File: src/rtl/i2c_slave_regfile.sv
// I2C target with a DEPTH x 8 register file, auto-incrementing pointer,
// a registered local read port and a write-notify strobe.
// state    | meaning
// IDLE     | waiting for START
// ADDR     | shifting in 7-bit address + R/W
// ADDR_ACK | holding ACK for a matched address
// PTR      | shifting in register pointer
// PTR_ACK  | holding ACK for the pointer byte
// WR_DATA  | shifting in a write byte
// WR_ACK   | holding ACK for a write byte
// RD_DATA  | driving read bits MSB first
// RD_ACK   | sampling master ACK/NACK
// IGNORE   | bus released until START or STOP
module i2c_slave_regfile #(
    parameter logic [6:0] SLV_ADDR = 7'h50,
    parameter int          DEPTH    = 16,
    parameter int          AW       = $clog2(DEPTH)
) (
    input  logic          clk,
    input  logic          reset,
    input  logic          scl_i,
    input  logic          sda_i,
    output logic          sda_oe,
    output logic          busy,
    output logic          wr_valid,
    output logic [AW-1:0] wr_addr,
    output logic [7:0]    wr_data,
    output logic          stop_det,
    input  logic [AW-1:0] loc_addr,
    output logic [7:0]    loc_rdata
);

    typedef enum logic [3:0] {
        IDLE, ADDR, ADDR_ACK, PTR, PTR_ACK, WR_DATA, WR_ACK, RD_DATA, RD_ACK, IGNORE
    } state_t;

    state_t        state, state_n;
    logic [3:0]    bit_cnt, bit_cnt_n;
    logic [6:0]    shreg, shreg_n;
    logic          rw, rw_n;
    logic [AW-1:0] ptr, ptr_n;
    logic          sda_oe_n, busy_n, wr_valid_n, stop_det_n;
    logic [AW-1:0] wr_addr_n;
    logic [7:0]    wr_data_n;
    logic          mem_we;
    logic [7:0]    rx_byte;
    logic          rd_bit;
    logic [7:0]    mem [DEPTH];

    logic scl_s1, scl_s2, scl_d, sda_s1, sda_s2, sda_d;
    logic scl_rise, scl_fall, start_cond, stop_cond;

    // Synchronisers idle high so reset release never looks like a bus edge.
    always_ff @(posedge clk) begin
        if (reset) begin
            {scl_s1, scl_s2, scl_d} <= 3'b111;
            {sda_s1, sda_s2, sda_d} <= 3'b111;
        end else begin
            {scl_s1, scl_s2, scl_d} <= {scl_i, scl_s1, scl_s2};
            {sda_s1, sda_s2, sda_d} <= {sda_i, sda_s1, sda_s2};
        end
    end

    assign scl_rise   = scl_s2 & ~scl_d;
    assign scl_fall   = ~scl_s2 & scl_d;
    assign start_cond = scl_s2 & scl_d & sda_d & ~sda_s2;
    assign stop_cond  = scl_s2 & scl_d & ~sda_d & sda_s2;

    always_comb begin
        state_n    = state;
        bit_cnt_n  = bit_cnt;
        shreg_n    = shreg;
        rw_n       = rw;
        ptr_n      = ptr;
        sda_oe_n   = sda_oe;
        busy_n     = busy;
        wr_valid_n = 1'b0;
        wr_addr_n  = wr_addr;
        wr_data_n  = wr_data;
        stop_det_n = 1'b0;
        mem_we     = 1'b0;
        rx_byte    = {shreg, sda_s2};
        rd_bit     = mem[ptr][~bit_cnt[2:0]];

        if (stop_cond) begin
            state_n    = IDLE;
            sda_oe_n   = 1'b0;
            busy_n     = 1'b0;
            stop_det_n = 1'b1;
        end else if (start_cond) begin
            state_n   = ADDR;
            bit_cnt_n = 4'd0;
            sda_oe_n  = 1'b0;
        end else begin
            case (state)
                ADDR, PTR, WR_DATA: begin
                    if (scl_rise) begin
                        shreg_n   = rx_byte[6:0];
                        bit_cnt_n = bit_cnt + 4'd1;
                        if (bit_cnt == 4'd7) begin
                            bit_cnt_n = 4'd0;
                            if (state == ADDR) begin
                                if (rx_byte[7:1] == SLV_ADDR) begin
                                    state_n = ADDR_ACK;
                                    busy_n  = 1'b1;
                                    rw_n    = rx_byte[0];
                                end else begin
                                    state_n = IGNORE;
                                    busy_n  = 1'b0;
                                end
                            end else if (state == PTR) begin
                                ptr_n   = rx_byte[AW-1:0];
                                state_n = PTR_ACK;
                            end else begin
                                mem_we     = 1'b1;
                                wr_valid_n = 1'b1;
                                wr_addr_n  = ptr;
                                wr_data_n  = rx_byte;
                                ptr_n      = ptr + AW'(1);
                                state_n    = WR_ACK;
                            end
                        end
                    end
                end
                // bit_cnt 0: ACK not yet driven; 1: ACK on bus until next fall
                ADDR_ACK, PTR_ACK, WR_ACK: begin
                    if (scl_fall) begin
                        if (bit_cnt == 4'd0) begin
                            sda_oe_n  = 1'b1;
                            bit_cnt_n = 4'd1;
                        end else begin
                            sda_oe_n  = 1'b0;
                            bit_cnt_n = 4'd0;
                            if (state != ADDR_ACK) begin
                                state_n = WR_DATA;
                            end else if (rw) begin
                                state_n   = RD_DATA;
                                sda_oe_n  = ~mem[ptr][7];
                                bit_cnt_n = 4'd1;
                            end else begin
                                state_n = PTR;
                            end
                        end
                    end
                end
                // bit_cnt counts bits already placed on the bus
                RD_DATA: begin
                    if (scl_fall) begin
                        if (bit_cnt == 4'd8) begin
                            sda_oe_n  = 1'b0;
                            ptr_n     = ptr + AW'(1);
                            bit_cnt_n = 4'd0;
                            state_n   = RD_ACK;
                        end else begin
                            sda_oe_n  = ~rd_bit;
                            bit_cnt_n = bit_cnt + 4'd1;
                        end
                    end
                end
                RD_ACK: begin
                    if (scl_rise) begin
                        bit_cnt_n = 4'd0;
                        sda_oe_n  = 1'b0;
                        state_n   = sda_s2 ? IGNORE : RD_DATA;
                    end
                end
                IGNORE:  sda_oe_n = 1'b0;
                default: ;
            endcase
        end
    end

    always_ff @(posedge clk) begin
        if (reset) begin
            state    <= IDLE;
            bit_cnt  <= 4'd0;
            shreg    <= 7'd0;
            rw       <= 1'b0;
            ptr      <= '0;
            sda_oe   <= 1'b0;
            busy     <= 1'b0;
            wr_valid <= 1'b0;
            wr_addr  <= '0;
            wr_data  <= 8'h00;
            stop_det <= 1'b0;
        end else begin
            state    <= state_n;
            bit_cnt  <= bit_cnt_n;
            shreg    <= shreg_n;
            rw       <= rw_n;
            ptr      <= ptr_n;
            sda_oe   <= sda_oe_n;
            busy     <= busy_n;
            wr_valid <= wr_valid_n;
            wr_addr  <= wr_addr_n;
            wr_data  <= wr_data_n;
            stop_det <= stop_det_n;
        end
    end

    // Local read sees the pre-write value when it collides with an I2C write.
    always_ff @(posedge clk) begin
        if (reset) begin
            for (int i = 0; i < DEPTH; i++) mem[i] <= 8'h00;
            loc_rdata <= 8'h00;
        end else begin
            if (mem_we) mem[ptr] <= rx_byte;
            loc_rdata <= mem[loc_addr];
        end
    end

endmodule

File: config.mk
export PLATFORM = sky130hd
export DESIGN_NAME = i2c_slave_regfile
export DESIGN_NICKNAME = d
export VERILOG_FILES = /design/src/rtl/i2c_slave_regfile.sv
export SDC_FILE = /design/constraint.sdc
export NUM_CORES = 1
export LEC_CHECK = 0
export ABC_AREA = 1
export CORE_ASPECT_RATIO = 0.8
export CORE_MARGIN = 2
export CORE_UTILIZATION = 40
export CTS_BUF_LIST = sky130_fd_sc_hd__clkbuf_8 sky130_fd_sc_hd__clkbuf_16
export DETAILED_ROUTE_END_ITERATION = 8
export PLACE_DENSITY = 0.66
export SYNTH_ARGS = -nofsm -noshare
export SYNTH_HDL_FRONTEND = slang
export SYNTH_SLANG_ARGS = --single-unit
File: constraint.sdc
create_clock -name clk -period 2.2 [get_ports clk]
set_input_delay 0.44 -clock clk [delete_from_list [all_inputs] [get_ports clk]]
set_output_delay 0.44 -clock clk [all_outputs]
set_load 0.03 [all_outputs]
==> qor.tcl, run 1 <==
set qor(tritoncts) {yes}
set qor(hold_violations) 0
set qor(peakVddDrop_v) 0.000522
set qor(worst_margin_pin_slew_ns) 0.706
set qor(hold_path_end) {sda_s2}
set qor(clock.fmax_ghz) 0.482
set qor(rsz0062_at_grt) {false}
set qor(cp_slowest_cell) {sky130_fd_sc_hd__dfxtp_1}
set qor(worst-path-max-fanout) 8
set qor(hold_depth) 1
set qor(antenna_left) 0
set qor(die_height_um) 141
set qor(syn-num-nets) 1169
set qor(antenna_found_initial) 0
set qor(crit-reg2reg-launch) {bit_cnt[0]}
set qor(timing.final.crit_share) 0.942
set qor(antenna_cells) 0
set qor(detailed_place.area_um2) 10300
set qor(drt-wirelength-per-cell_um) 19.1
set qor(rr_endpoint) {mem[3][1]}
set qor(cts_max_level) 4
set qor(vias) 8431
set qor(hpwl_mm) 19.8
set qor(cts_hold_buf) 0
set qor(post_synth_inst_count) 1155
set qor(cellLeakagePower_nw) 4.16
set qor(worst_path_largest_cell_delay_ns) 0.34
set qor(numPortBuffers) 31
set qor(worst_clock_skew_ns) 0.0127
set qor(status) {completed}
set qor(dp_worst_setup_slack_ns) 0.0414
set qor(clock_latency_ns) 0.44
set qor(worst_path_dominant_cell_family) {simple AND/OR/NAND/NOR gates}
set qor(area_fraction_in_compound_gates_after_synthesis) 0.135
set qor(power_density_nw_per_um2) 794
set qor(root_buffer) {sky130_fd_sc_hd__clkbuf_16}
set qor(ctsLongestPathBuffers) 2
set qor(floorplan.die_area_um2) 24600
set qor(boundaryPins) 32
set qor(yosys-mux-area-fraction) 0
set qor(placeableCoreArea_um2) 22700
set qor(vias_per_cell) 5.56
set qor(synth-xor-area-share) 0.00188
set qor(finalHoldWorstSlack_ns) 0.416
set qor(synth_top_cell_area_share) 0.412
set qor(place_congestion) 0.948
set qor(synthesized_area_fraction_occupied_by_and_or_nand_nor_cells) 0.251
set qor(die_width_um) 175
set qor(layout_min_cycle_time_ns) 2.07
set qor(drt_drc_violations_left) 0
set qor(gr-usage-all-layers) 0.240
set qor(r2r_slack_ns) 0.13
set qor(cts_inserted_buffers) 17
set qor(yosysSeqAreaShare) 0.528
set qor(total_congestion_overflow_after_global_routing) 0
set qor(postRouteWirelength_mm) 29.0
set qor(grt_max_degree) 55
set qor(worstPathRequired_ns) 2.34
set qor(rows) 49
set qor(fin_util) 0.485
set qor(netlist_area_um2) 9330
set qor(critical_path.cell_chain) {ha_1 > nand3_1 > nor2_1 > nand2_1 > nor2_2 > inv_2 > nor2_4 > buf_12 > nand2_2 > nand2_2}
set qor(crit_top_cell) {sky130_fd_sc_hd__nand2_2}
set qor(design_area_um2) 11000
set qor(ys_ff_latch) 182
set qor(synth.lib_cells_used.distinct) 33
set qor(critical_path.endpoint_type) {flip-flop}
set qor(drive_gt1_frac) 0.122
set qor(hp-start) {sda_s1}
set qor(path_class) {flip-flop to flip-flop}
set qor(postLayoutSetupSlackWorst_ns) 0.127
set qor(finalSetupViolCount) 0
set qor(top_cells_by_area_synth) {sky130_fd_sc_hd__edfxtp_1, sky130_fd_sc_hd__dfxtp_1, sky130_fd_sc_hd__nor2_1, sky130_fd_sc_hd__nand2_1, sky130_fd_sc_hd__nand3_1}
set qor(drt_iter0_drc) 1438
set qor(timing.hold.worst.class) {flip-flop to flip-flop}
set qor(synth_top_family_by_area) {simple AND/OR/NAND/NOR gates}
set qor(grt_pass1_wl_mm) 44.1
set qor(max_slew_headroom) 0.526
set qor(maxCapViolations) 0
set qor(post_synth.cell_area_avg_um2) 8.08
set qor(initial_core_util) 0.411
set qor(critPathBufInv) 2
set qor(finalMaxSlewViolations) 0
set qor(worstRegToRegCells) 10
set qor(critical_path_arrival_ns) 2.21
set qor(worst_setup_hold_path_clk_slew_ns) 0.08
set qor(number_of_nets_in_the_layout) 1211
set qor(layout_overhead_on_the_synthesized_area_pct) 17.8
set qor(synth-warning-count) 0
set qor(netlist.top_cell.by_area) {sky130_fd_sc_hd__edfxtp_1}
set qor(fin_tns_setup_ns) 0
set qor(crit_start) {bit_cnt[0]}
set qor(grt_pass1_vias) 7616
set qor(clock-sinks) 182
set qor(critical_path.startpoint_type) {flip-flop}
set qor(pre_repair_dr_iteration_count) 5
set qor(post_synth_fa_ha_maj_area_fraction) 0.00804
-- per-layer routing --
layer  vias to the layer above  wire length, um  global-route usage
met5                         -                0                   0
met4                         0              633              0.0741
met3                        47             3200              0.0663
met2                       457            11900               0.327
met1                      3975            13300               0.364
li1                       3952                -                   -
-- Yosys cell counts --
cell,number
sky130_fd_sc_hd__xor2_1,1
sky130_fd_sc_hd__o21ai_1,2
sky130_fd_sc_hd__a21oi_1,91
sky130_fd_sc_hd__edfxtp_1,128
sky130_fd_sc_hd__ha_1,6
sky130_fd_sc_hd__or2_2,6
sky130_fd_sc_hd__nand2_1,176
sky130_fd_sc_hd__nand4_1,2
sky130_fd_sc_hd__nor3_1,8
sky130_fd_sc_hd__inv_1,105
sky130_fd_sc_hd__a211oi_1,1
sky130_fd_sc_hd__a21boi_1,1
sky130_fd_sc_hd__nor3_2,1
sky130_fd_sc_hd__clkbuf_1,54
sky130_fd_sc_hd__nand3_1,123
sky130_fd_sc_hd__nor2_2,2
sky130_fd_sc_hd__or2_1,1
sky130_fd_sc_hd__dfxtp_1,54
sky130_fd_sc_hd__buf_1,1
sky130_fd_sc_hd__o221ai_1,6
sky130_fd_sc_hd__clkinv_1,6
sky130_fd_sc_hd__nor4_4,1
sky130_fd_sc_hd__nand2_2,17
sky130_fd_sc_hd__a21boi_0,1
sky130_fd_sc_hd__nor2_1,207
sky130_fd_sc_hd__xnor2_1,1
sky130_fd_sc_hd__nor2_4,4
sky130_fd_sc_hd__a31oi_1,3
sky130_fd_sc_hd__o211ai_1,24
sky130_fd_sc_hd__inv_2,4
sky130_fd_sc_hd__o21ai_2,1
sky130_fd_sc_hd__buf_2,14
sky130_fd_sc_hd__o21ai_0,103
-- cell usage in the layout, fill, tap and decap left out, types with 2 or more instances in the layout --
cell,instances
sky130_fd_sc_hd__inv_2,4
sky130_fd_sc_hd__nor2_4,4
sky130_fd_sc_hd__or2_2,6
sky130_fd_sc_hd__buf_12,11
sky130_fd_sc_hd__buf_4,50
sky130_fd_sc_hd__inv_8,3
sky130_fd_sc_hd__inv_6,4
sky130_fd_sc_hd__o221ai_1,6
sky130_fd_sc_hd__nand2_1,160
sky130_fd_sc_hd__clkinv_4,2
sky130_fd_sc_hd__inv_12,2
sky130_fd_sc_hd__o211ai_1,24
sky130_fd_sc_hd__nand3_1,123
sky130_fd_sc_hd__nor2_2,3
sky130_fd_sc_hd__nor2_1,206
sky130_fd_sc_hd__o21ai_0,103
sky130_fd_sc_hd__dfxtp_1,53
sky130_fd_sc_hd__a31oi_1,3
sky130_fd_sc_hd__nand4_1,2
sky130_fd_sc_hd__nand2_4,3
sky130_fd_sc_hd__o21ai_1,2
sky130_fd_sc_hd__clkbuf_16,17
sky130_fd_sc_hd__clkdlybuf4s50_1,30
sky130_fd_sc_hd__edfxtp_1,128
sky130_fd_sc_hd__nor3_1,8
sky130_fd_sc_hd__inv_1,105
sky130_fd_sc_hd__a21oi_1,91
sky130_fd_sc_hd__clkinv_1,6
sky130_fd_sc_hd__clkinv_8,3
sky130_fd_sc_hd__nand2_2,30
sky130_fd_sc_hd__ha_1,6
-- worst max-delay path by stage --
stage / endpoint / slack (ns) / cells after the start
detailed placement: mem[9][6] / 0.04 / 10
global route: mem[3][4] / 0.002 / 10
CTS: mem[9][6] / 0.03 / 10
global placement: mem[15][1] / 0.07 / 9
finish: mem[3][1] / 0.13 / 10
floorplan: mem[11][0] / 0.19 / 9
-- sequential cells by signal, indices dropped and copies added (netlist names), 4 cells and up, named ones only --
register,cells
bit_cnt,4
loc_rdata,8
mem,128
ptr,4
shreg,7
state,4
wr_addr,4
wr_data,8
-- repair_timing --
| action | 4_1_cts | 5_1_grt |
|---|---|---|
| gates resized for setup | 0 | 20 |
| buffers inserted | 0 | 1 |
| endpoints found under the hold margin | 0 | 0 |
| endpoints found under the setup margin | 0 | 130 |
-- logic make-up (layout without fill, tap and decap cells) --
group | Yosys count | after routing
xor gates and xnor gates | 2 | 2
buffers and inverters | 184 | 239
and+or+nand+nor | 548 | 548
DFF | 182 | 182
AOI/OAI and AO/OA | 233 | 233
adders and majority gates | 6 | 6
-- metrics by stage --
step           power (mW)  instances
6_report             8.73       1516
5_1_grt              9.12       1516
4_1_cts              8.72       1515
3_5_place_dp         5.67       1483
3_3_place_gp         5.66       1483
2_1_floorplan        5.11       1155
-- layout make-up --
| type | instances | area [um2] |
|---|---|---|
| fill | 2153 | 11700 |
| clock buffer | 17 | 425 |
| clock inverter | 15 | 174 |
| sequential | 182 | 4930 |
| timing repair buffer | 92 | 901 |
| inverter | 115 | 432 |
| multi-input combinational | 789 | 3760 |
| tap | 306 | 383 |
-- power by group --
part / total, mW / switching, mW / internal [mW]
Combinational: 1.71 / 1.15 / 0.565
Sequential: 3.93 / 0.114 / 3.81
Clock: 3.10 / 1.55 / 1.55
Power figures use the tool's default switching activity.
==> run 2: changes to the inputs <==
--- a/config.mk
+++ b/config.mk
@@ -7,7 +7,7 @@
 export LEC_CHECK = 0
 export ABC_AREA = 1
 export CORE_ASPECT_RATIO = 0.8
-export CORE_MARGIN = 2
+export CORE_MARGIN = 10
 export CORE_UTILIZATION = 40
 export CTS_BUF_LIST = sky130_fd_sc_hd__clkbuf_8 sky130_fd_sc_hd__clkbuf_16
 export DETAILED_ROUTE_END_ITERATION = 8
==> run 2 against run 1 <==
Clock skew is 0.0011 ns lower. Power grew 1.2%. Wire length grew 1.1%. Global-route usage fell by 4.0 points. Critical path depth fell by 1. First-iteration DRC count fell by 27%. Largest cell class unchanged. Highest routed layer unchanged.
==> qor.tcl, run 2 (synthesized netlist as in run 1, its figures left out) <==
set qor(r2r_slack_ns) 0.1 ;# was 0.13 ns
set qor(layout_overhead_on_the_synthesized_area_pct) 20.7 ;# was 17.8%
set qor(timing.hold.worst.class) {flip-flop to flip-flop} ;# unchanged
set qor(regMostFlops) {mem} ;# unchanged
set qor(rsz0062_at_grt) {true} ;# was false
set qor(drive_gt1_frac) 0.130 ;# was 0.122
set qor(worst_path_largest_cell_delay_ns) 0.40 ;# was 0.34 ns
set qor(die_height_um) 157 ;# was 141 um
set qor(final_cell_mix) {sky130_fd_sc_hd__nor2_1, sky130_fd_sc_hd__nand2_1, sky130_fd_sc_hd__edfxtp_1, sky130_fd_sc_hd__nand3_1, sky130_fd_sc_hd__inv_1} ;# unchanged
set qor(worst-path-max-fanout) 7 ;# was 8
set qor(hp-start) {sda_s1} ;# unchanged
set qor(pre_repair_dr_iteration_count) 6 ;# was 5
set qor(drt_drc_violations_left) 0 ;# unchanged
set qor(power_density_nw_per_um2) 785 ;# was 794 nW/um2
set qor(max_slew_headroom) 0.532 ;# was 0.526
set qor(path_class) {flip-flop to flip-flop} ;# unchanged
set qor(die_width_um) 191 ;# was 175 um
set qor(critical_path.startpoint_type) {flip-flop} ;# unchanged
set qor(clock_latency_ns) 0.45 ;# was 0.44 ns
set qor(clock.fmax_ghz) 0.475 ;# was 0.482 GHz
set qor(initial_core_util) 0.410 ;# was 0.411
set qor(root_buffer) {sky130_fd_sc_hd__clkbuf_16} ;# unchanged
set qor(floorplan.die_area_um2) 29900 ;# was 24600 um2
set qor(antenna_found_initial) 0 ;# unchanged
set qor(gr-usage-all-layers) 0.199 ;# was 0.240
set qor(critPathBufInv) 2 ;# unchanged
set qor(finalHoldWorstSlack_ns) 0.414 ;# was 0.416 ns
set qor(critical_path.endpoint_type) {flip-flop} ;# unchanged
set qor(numPortBuffers) 31 ;# unchanged
set qor(largest_reg_flops) 128 ;# unchanged
set qor(grt_pass1_vias) 7951 ;# was 7616
set qor(cellLeakagePower_nw) 4.31 ;# was 4.16 nW
set qor(hold_path_end) {sda_s2} ;# unchanged
set qor(finalMaxSlewViolations) 0 ;# unchanged
set qor(drt_iter0_drc) 1043 ;# was 1438
set qor(cts_hold_buf) 0 ;# unchanged
set qor(worst_margin_pin_slew_ns) 0.696 ;# was 0.706 ns
set qor(layout_min_cycle_time_ns) 2.10 ;# was 2.07 ns
set qor(biggestRegsByFlops) {mem x128, loc_rdata x8, wr_data x8} ;# unchanged
set qor(ctsLongestPathBuffers) 2 ;# unchanged
set qor(tritoncts) {yes} ;# unchanged
set qor(number_of_nets_in_the_layout) 1230 ;# was 1211
set qor(critical_path.cell_chain) {nor2_1 > inv_1 > nor2_1 > nor2_1 > o21ai_1 > nor4_4 > buf_6 > o21ai_1 > a31oi_2} ;# was ha_1 > nand3_1 > nor2_1 > nand2_1 > nor2_2 > inv_2 > nor2_4 > buf_12 > nand2_2 > nand2_2
set qor(hold_violations) 0 ;# unchanged
set qor(place_congestion) 0.957 ;# was 0.948
set qor(worst_clock_skew_ns) 0.0115 ;# was 0.0127 ns
set qor(clock-sinks) 182 ;# unchanged
set qor(grt_busiest_layer) {met2} ;# was met1
set qor(crit-reg2reg-launch) {state[2]} ;# was bit_cnt[0]
set qor(cp_slowest_cell) {sky130_fd_sc_hd__dfxtp_1} ;# unchanged
set qor(worstRegToRegCells) 9 ;# was 10
set qor(drt-wirelength-per-cell_um) 19.1 ;# about the same
set qor(timing.final.crit_share) 0.957 ;# was 0.942
set qor(worst_path_dominant_cell_family) {simple AND/OR/NAND/NOR gates} ;# unchanged
set qor(status) {completed} ;# unchanged
set qor(crit_top_cell) {sky130_fd_sc_hd__nor2_1} ;# was sky130_fd_sc_hd__nand2_2
set qor(boundaryPins) 32 ;# unchanged
set qor(worstPathRequired_ns) 2.55 ;# was 2.34 ns
set qor(hpwl_mm) 20.0 ;# was 19.8 mm
set qor(total_congestion_overflow_after_global_routing) 0 ;# unchanged
set qor(grt_max_degree) 45 ;# was 55
set qor(antenna_cells) 0 ;# unchanged
set qor(rows) 49 ;# unchanged
set qor(placeableCoreArea_um2) 22700 ;# about the same
set qor(fin_util) 0.495 ;# was 0.485
set qor(worst_setup_hold_path_clk_slew_ns) 0.08 ;# about the same
set qor(finalSetupViolCount) 0 ;# unchanged
set qor(grt_use_met3) 0.0444 ;# was 0.0663
set qor(grt_pass1_wl_mm) 45.5 ;# was 44.1 mm
set qor(critical_path_arrival_ns) 2.45 ;# was 2.21 ns
set qor(antenna_left) 0 ;# unchanged
set qor(hold_depth) 1 ;# unchanged
set qor(gr-usage-met1) 0.284 ;# was 0.364
set qor(cts_max_level) 4 ;# unchanged
set qor(vias) 8398 ;# was 8431
set qor(global_route.usage.met2) 0.286 ;# was 0.327
set qor(layout_commonest_cell) {sky130_fd_sc_hd__nor2_1} ;# unchanged
set qor(peakVddDrop_v) 0.000545 ;# was 0.000522 V
set qor(cts_inserted_buffers) 17 ;# unchanged
set qor(vias_per_cell) 5.47 ;# was 5.56
set qor(maxCapViolations) 0 ;# unchanged
set qor(postRouteWirelength_mm) 29.3 ;# was 29.0 mm
==> run 2: cell types whose count changed in the layout (fill, tap and decap cells not counted), moves of 2 or more <==
cell / before / now
sky130_fd_sc_hd__nand2_2: 30 / 21
sky130_fd_sc_hd__buf_12: 11 / 22
sky130_fd_sc_hd__clkinv_4: 2 / 4
sky130_fd_sc_hd__nand2_1: 160 / 171
sky130_fd_sc_hd__inv_6: 4 / 2
sky130_fd_sc_hd__buf_4: 50 / 57
sky130_fd_sc_hd__nand2_4: 3 / 1
==> run 2: layout make-up <==
type                       count  area (um2)
inverter                     115         432
tap                          306         383
timing repair buffer         111        1180
fill                        2139       11500
sequential                   182        4930
clock buffer                  17         425
multi-input combinational    789        3740
clock inverter                15         179
==> run 2: worst max path at each step <==
stage | start | to | depth (start not counted)
floorplan | bit_cnt[0] | mem[11][0] | 9
global placement | reset | mem[11][3] | 6
detailed placement | bit_cnt[0] | mem[0][4] | 10
CTS | bit_cnt[0] | mem[0][5] | 10
global route | state[2] | state[3] | 11
finish | state[2] | flip-flop | 9
==> run 2: layer usage <==
metal | up-vias | share of wire
met3 | 51 | 0.10
met5 | - | 0
met1 | 3912 | 0.45
li1 | 3986 | -
met4 | 0 | 0.026
met2 | 449 | 0.42
==> run 2: timing repair <==
action,4_1_cts,5_1_grt
gates resized for setup,0,12
setup buffers,0,4
setup endpoints to repair,0,96
==> run 2: power by group <==
part           internal, mW  switching (mW)  leakage, nW
Clock                  1.55            1.57        0.294
Sequential             3.81           0.113         1.76
Combinational         0.610            1.19         2.25
==> run 2: per-stage QoR <==
step	total power [mW]	setup WS [ns]	TNS, ns	instances	cell area [um2]
4_1_cts	8.82	0.00443	0	1531	11200
6_report	8.84	0.0951	0	1535	11300
3_5_place_dp	5.74	0.00284	0	1499	10600
3_3_place_gp	5.72	0.0761	0	1499	10600
2_1_floorplan	5.11	0.195	0	1155	9330
5_1_grt	9.23	-0.0159	-0.0354	1535	11300
==> run 3: changes to the inputs <==
--- a/config.mk
+++ b/config.mk
@@ -11,6 +11,7 @@
 export CORE_UTILIZATION = 40
 export CTS_BUF_LIST = sky130_fd_sc_hd__clkbuf_8 sky130_fd_sc_hd__clkbuf_16
 export DETAILED_ROUTE_END_ITERATION = 8
+export GPL_ROUTABILITY_DRIVEN = 0
 export PLACE_DENSITY = 0.66
 export SYNTH_ARGS = -nofsm -noshare
 export SYNTH_HDL_FRONTEND = slang
==> run 3 against run 2 <==
Wire length fell by 1.9%. Power fell by 0.48%. Critical path depth grew 1. Count of clock-buffer cells in the layout unchanged. Core utilization down 0.98 points. Via count is 0.81% higher. Register-to-register slack got worse by 0.03 ns. Clock skew down 0.00065 ns. Sequential power barely moved. Hold slack barely moved. Largest cell class unchanged.
==> qor.tcl, run 3 (synthesized netlist as in run 1, its figures left out) <==
set qor(status) {completed} ;# unchanged
set qor(fin_tns_setup_ns) 0 ;# unchanged
set qor(boundaryPins) 32 ;# unchanged
set qor(critical_path.startpoint_type) {flip-flop} ;# unchanged
set qor(floorplan.die_area_um2) 29900 ;# unchanged
set qor(regMostFlops) {mem} ;# unchanged
set qor(antenna_found_initial) 0 ;# unchanged
set qor(grt_pass1_vias) 7729 ;# was 7951
set qor(worst_clock_skew_ns) 0.0109 ;# was 0.0115 ns
set qor(worst_setup_hold_path_clk_slew_ns) 0.08 ;# about the same
set qor(largest_reg_flops) 128 ;# unchanged
set qor(die_height_um) 157 ;# unchanged
set qor(finalMaxSlewViolations) 0 ;# unchanged
set qor(critical_path.cell_chain) {inv_1 > nand2_1 > nor3_1 > nand2_1 > nor2_4 > inv_4 > nor2_4 > nand2_2 > nand2_1 > buf_12} ;# was nor2_1 > inv_1 > nor2_1 > nor2_1 > o21ai_1 > nor4_4 > buf_6 > o21ai_1 > a31oi_2
set qor(clock.fmax_ghz) 0.469 ;# was 0.475 GHz
set qor(worst_margin_pin_slew_ns) 0.650 ;# was 0.696 ns
set qor(fin_util) 0.486 ;# was 0.495
set qor(die_width_um) 191 ;# unchanged
set qor(layout.filler_cells) 2126 ;# was 2139
set qor(critical_path.endpoint_type) {flip-flop} ;# unchanged
set qor(maxCapViolations) 0 ;# unchanged
set qor(clock_latency_ns) 0.44 ;# was 0.45 ns
set qor(layout_min_cycle_time_ns) 2.13 ;# was 2.10 ns
set qor(grt_max_degree) 46 ;# was 45
set qor(worst_path_largest_cell_delay_ns) 0.35 ;# was 0.40 ns
set qor(hold_violations) 0 ;# unchanged
set qor(max_slew_headroom) 0.563 ;# was 0.532
set qor(worstPathRequired_ns) 2.36 ;# was 2.55 ns
set qor(drt_iter0_drc) 1090 ;# was 1043
set qor(drt-wirelength-per-cell_um) 18.9 ;# was 19.1 um
set qor(finalHoldWorstSlack_ns) 0.414 ;# about the same
set qor(antenna_left) 0 ;# unchanged
set qor(vias_per_cell) 5.56 ;# was 5.47
set qor(initial_core_util) 0.410 ;# unchanged
set qor(finalSetupViolCount) 0 ;# unchanged
set qor(worst-path-max-fanout) 8 ;# was 7
set qor(number_of_nets_in_the_layout) 1218 ;# was 1230
set qor(cp_slowest_cell) {sky130_fd_sc_hd__dfxtp_1} ;# unchanged
set qor(numPortBuffers) 31 ;# unchanged
set qor(layout_commonest_cell) {sky130_fd_sc_hd__nor2_1} ;# unchanged
set qor(grt_pass1_wl_mm) 44.2 ;# was 45.5 mm
set qor(cts_inserted_buffers) 17 ;# unchanged
set qor(rows) 49 ;# unchanged
set qor(tritoncts) {yes} ;# unchanged
set qor(total_congestion_overflow_after_global_routing) 0 ;# unchanged
set qor(postRouteWirelength_mm) 28.8 ;# was 29.3 mm
set qor(timing.final.crit_share) 0.970 ;# was 0.957
set qor(root_buffer) {sky130_fd_sc_hd__clkbuf_16} ;# unchanged
set qor(drt_drc_violations_left) 0 ;# unchanged
set qor(final_cell_mix) {sky130_fd_sc_hd__nor2_1, sky130_fd_sc_hd__nand2_1, sky130_fd_sc_hd__edfxtp_1, sky130_fd_sc_hd__nand3_1, sky130_fd_sc_hd__inv_1} ;# unchanged
set qor(antenna_cells) 0 ;# unchanged
set qor(biggestRegsByFlops) {mem x128, loc_rdata x8, wr_data x8} ;# unchanged
set qor(vias) 8466 ;# was 8398
set qor(layout_overhead_on_the_synthesized_area_pct) 18.4 ;# was 20.7%
set qor(peakVddDrop_v) 0.000467 ;# was 0.000545 V
set qor(hpwl_mm) 19.6 ;# was 20.0 mm
set qor(drive_gt1_frac) 0.124 ;# was 0.130
set qor(clock-sinks) 182 ;# unchanged
set qor(gr-usage-all-layers) 0.192 ;# was 0.199
set qor(cts_hold_buf) 0 ;# unchanged
set qor(rsz0062_at_grt) {false} ;# was true
set qor(cts_resized) 0 ;# unchanged
set qor(power_density_nw_per_um2) 797 ;# was 785 nW/um2
set qor(crit_top_cell) {sky130_fd_sc_hd__nand2_1} ;# was sky130_fd_sc_hd__nor2_1
set qor(post_cts_buffers) 0 ;# unchanged
set qor(path_class) {flip-flop to flip-flop} ;# unchanged
set qor(ctsLongestPathBuffers) 2 ;# unchanged
set qor(cts_max_level) 4 ;# unchanged
set qor(placeableCoreArea_um2) 22700 ;# unchanged
set qor(cellLeakagePower_nw) 4.20 ;# was 4.31 nW
set qor(critical_path_arrival_ns) 2.29 ;# was 2.45 ns
set qor(pre_repair_dr_iteration_count) 6 ;# unchanged
set qor(timing.hold.worst.class) {flip-flop to flip-flop} ;# unchanged
-- run 3: cell count changes in the layout (fill, tap and decap cells not counted), sizes merged --
cell / before / now
buf: 81 / 69
clkinv: 13 / 7
inv: 117 / 123
-- run 3: worst paths after layout --
path,slack [ns],depth (start not counted),startpoint,end
worst max register to register,0.07,10,state[3],mem[15][5]
worst min-delay path,0.41,1,sda_s1,sda_s2
worst min register to register,0.41,1,sda_s1,sda_s2
worst max-delay path,0.07,10,state[3],mem[15][5]
-- run 3: metrics by stage --
stage / area, um2 / setup WS, ns / total power [mW] / instances
after floorplan: 9330 / 0.195 / 5.11 / 1155
after global placement: 10400 / 0.0427 / 5.67 / 1491
after detailed placement: 10400 / 0.0123 / 5.69 / 1491
after CTS: 11000 / 0.00598 / 8.76 / 1523
after global routing: 11000 / 0.00245 / 9.14 / 1523
final: 11000 / 0.0668 / 8.80 / 1523
-- run 3: worst max-delay path, delay by kind of cell (launching register included) --
| family | cells | cell delay [ns] |
|---|---|---|
| buffers and inverters | 3 | 0.30 |
| DFF | 1 | 0.35 |
| and+or+nand+nor | 7 | 1.21 |
-- run 3: where the power goes --
group	leakage, nW	total (mW)	internal (mW)	switching [mW]
clock	0.294	3.13	1.56	1.58
sequential	1.76	3.91	3.81	0.104
combinational	2.14	1.75	0.584	1.17
-- run 3: cell type report --
cell class	instances	area, um2	share of cell area
inverter	115	434	0.0393
multi-input combinational	789	3750	0.339
clock inverter	15	166	0.0151
timing repair buffer	99	966	0.0874
sequential	182	4930	0.446
clock buffer	17	425	0.0385
tap	306	383	0.0347
-- run 3: per-layer routing --
metal | up-vias | GRT usage | part of all wire
li1 | 3957 | - | -
met1 | 3944 | 0.272 | 0.43
met2 | 523 | 0.283 | 0.43
met3 | 42 | 0.0504 | 0.12
met4 | 0 | 0.0505 | 0.017
met5 | - | 0 | 0
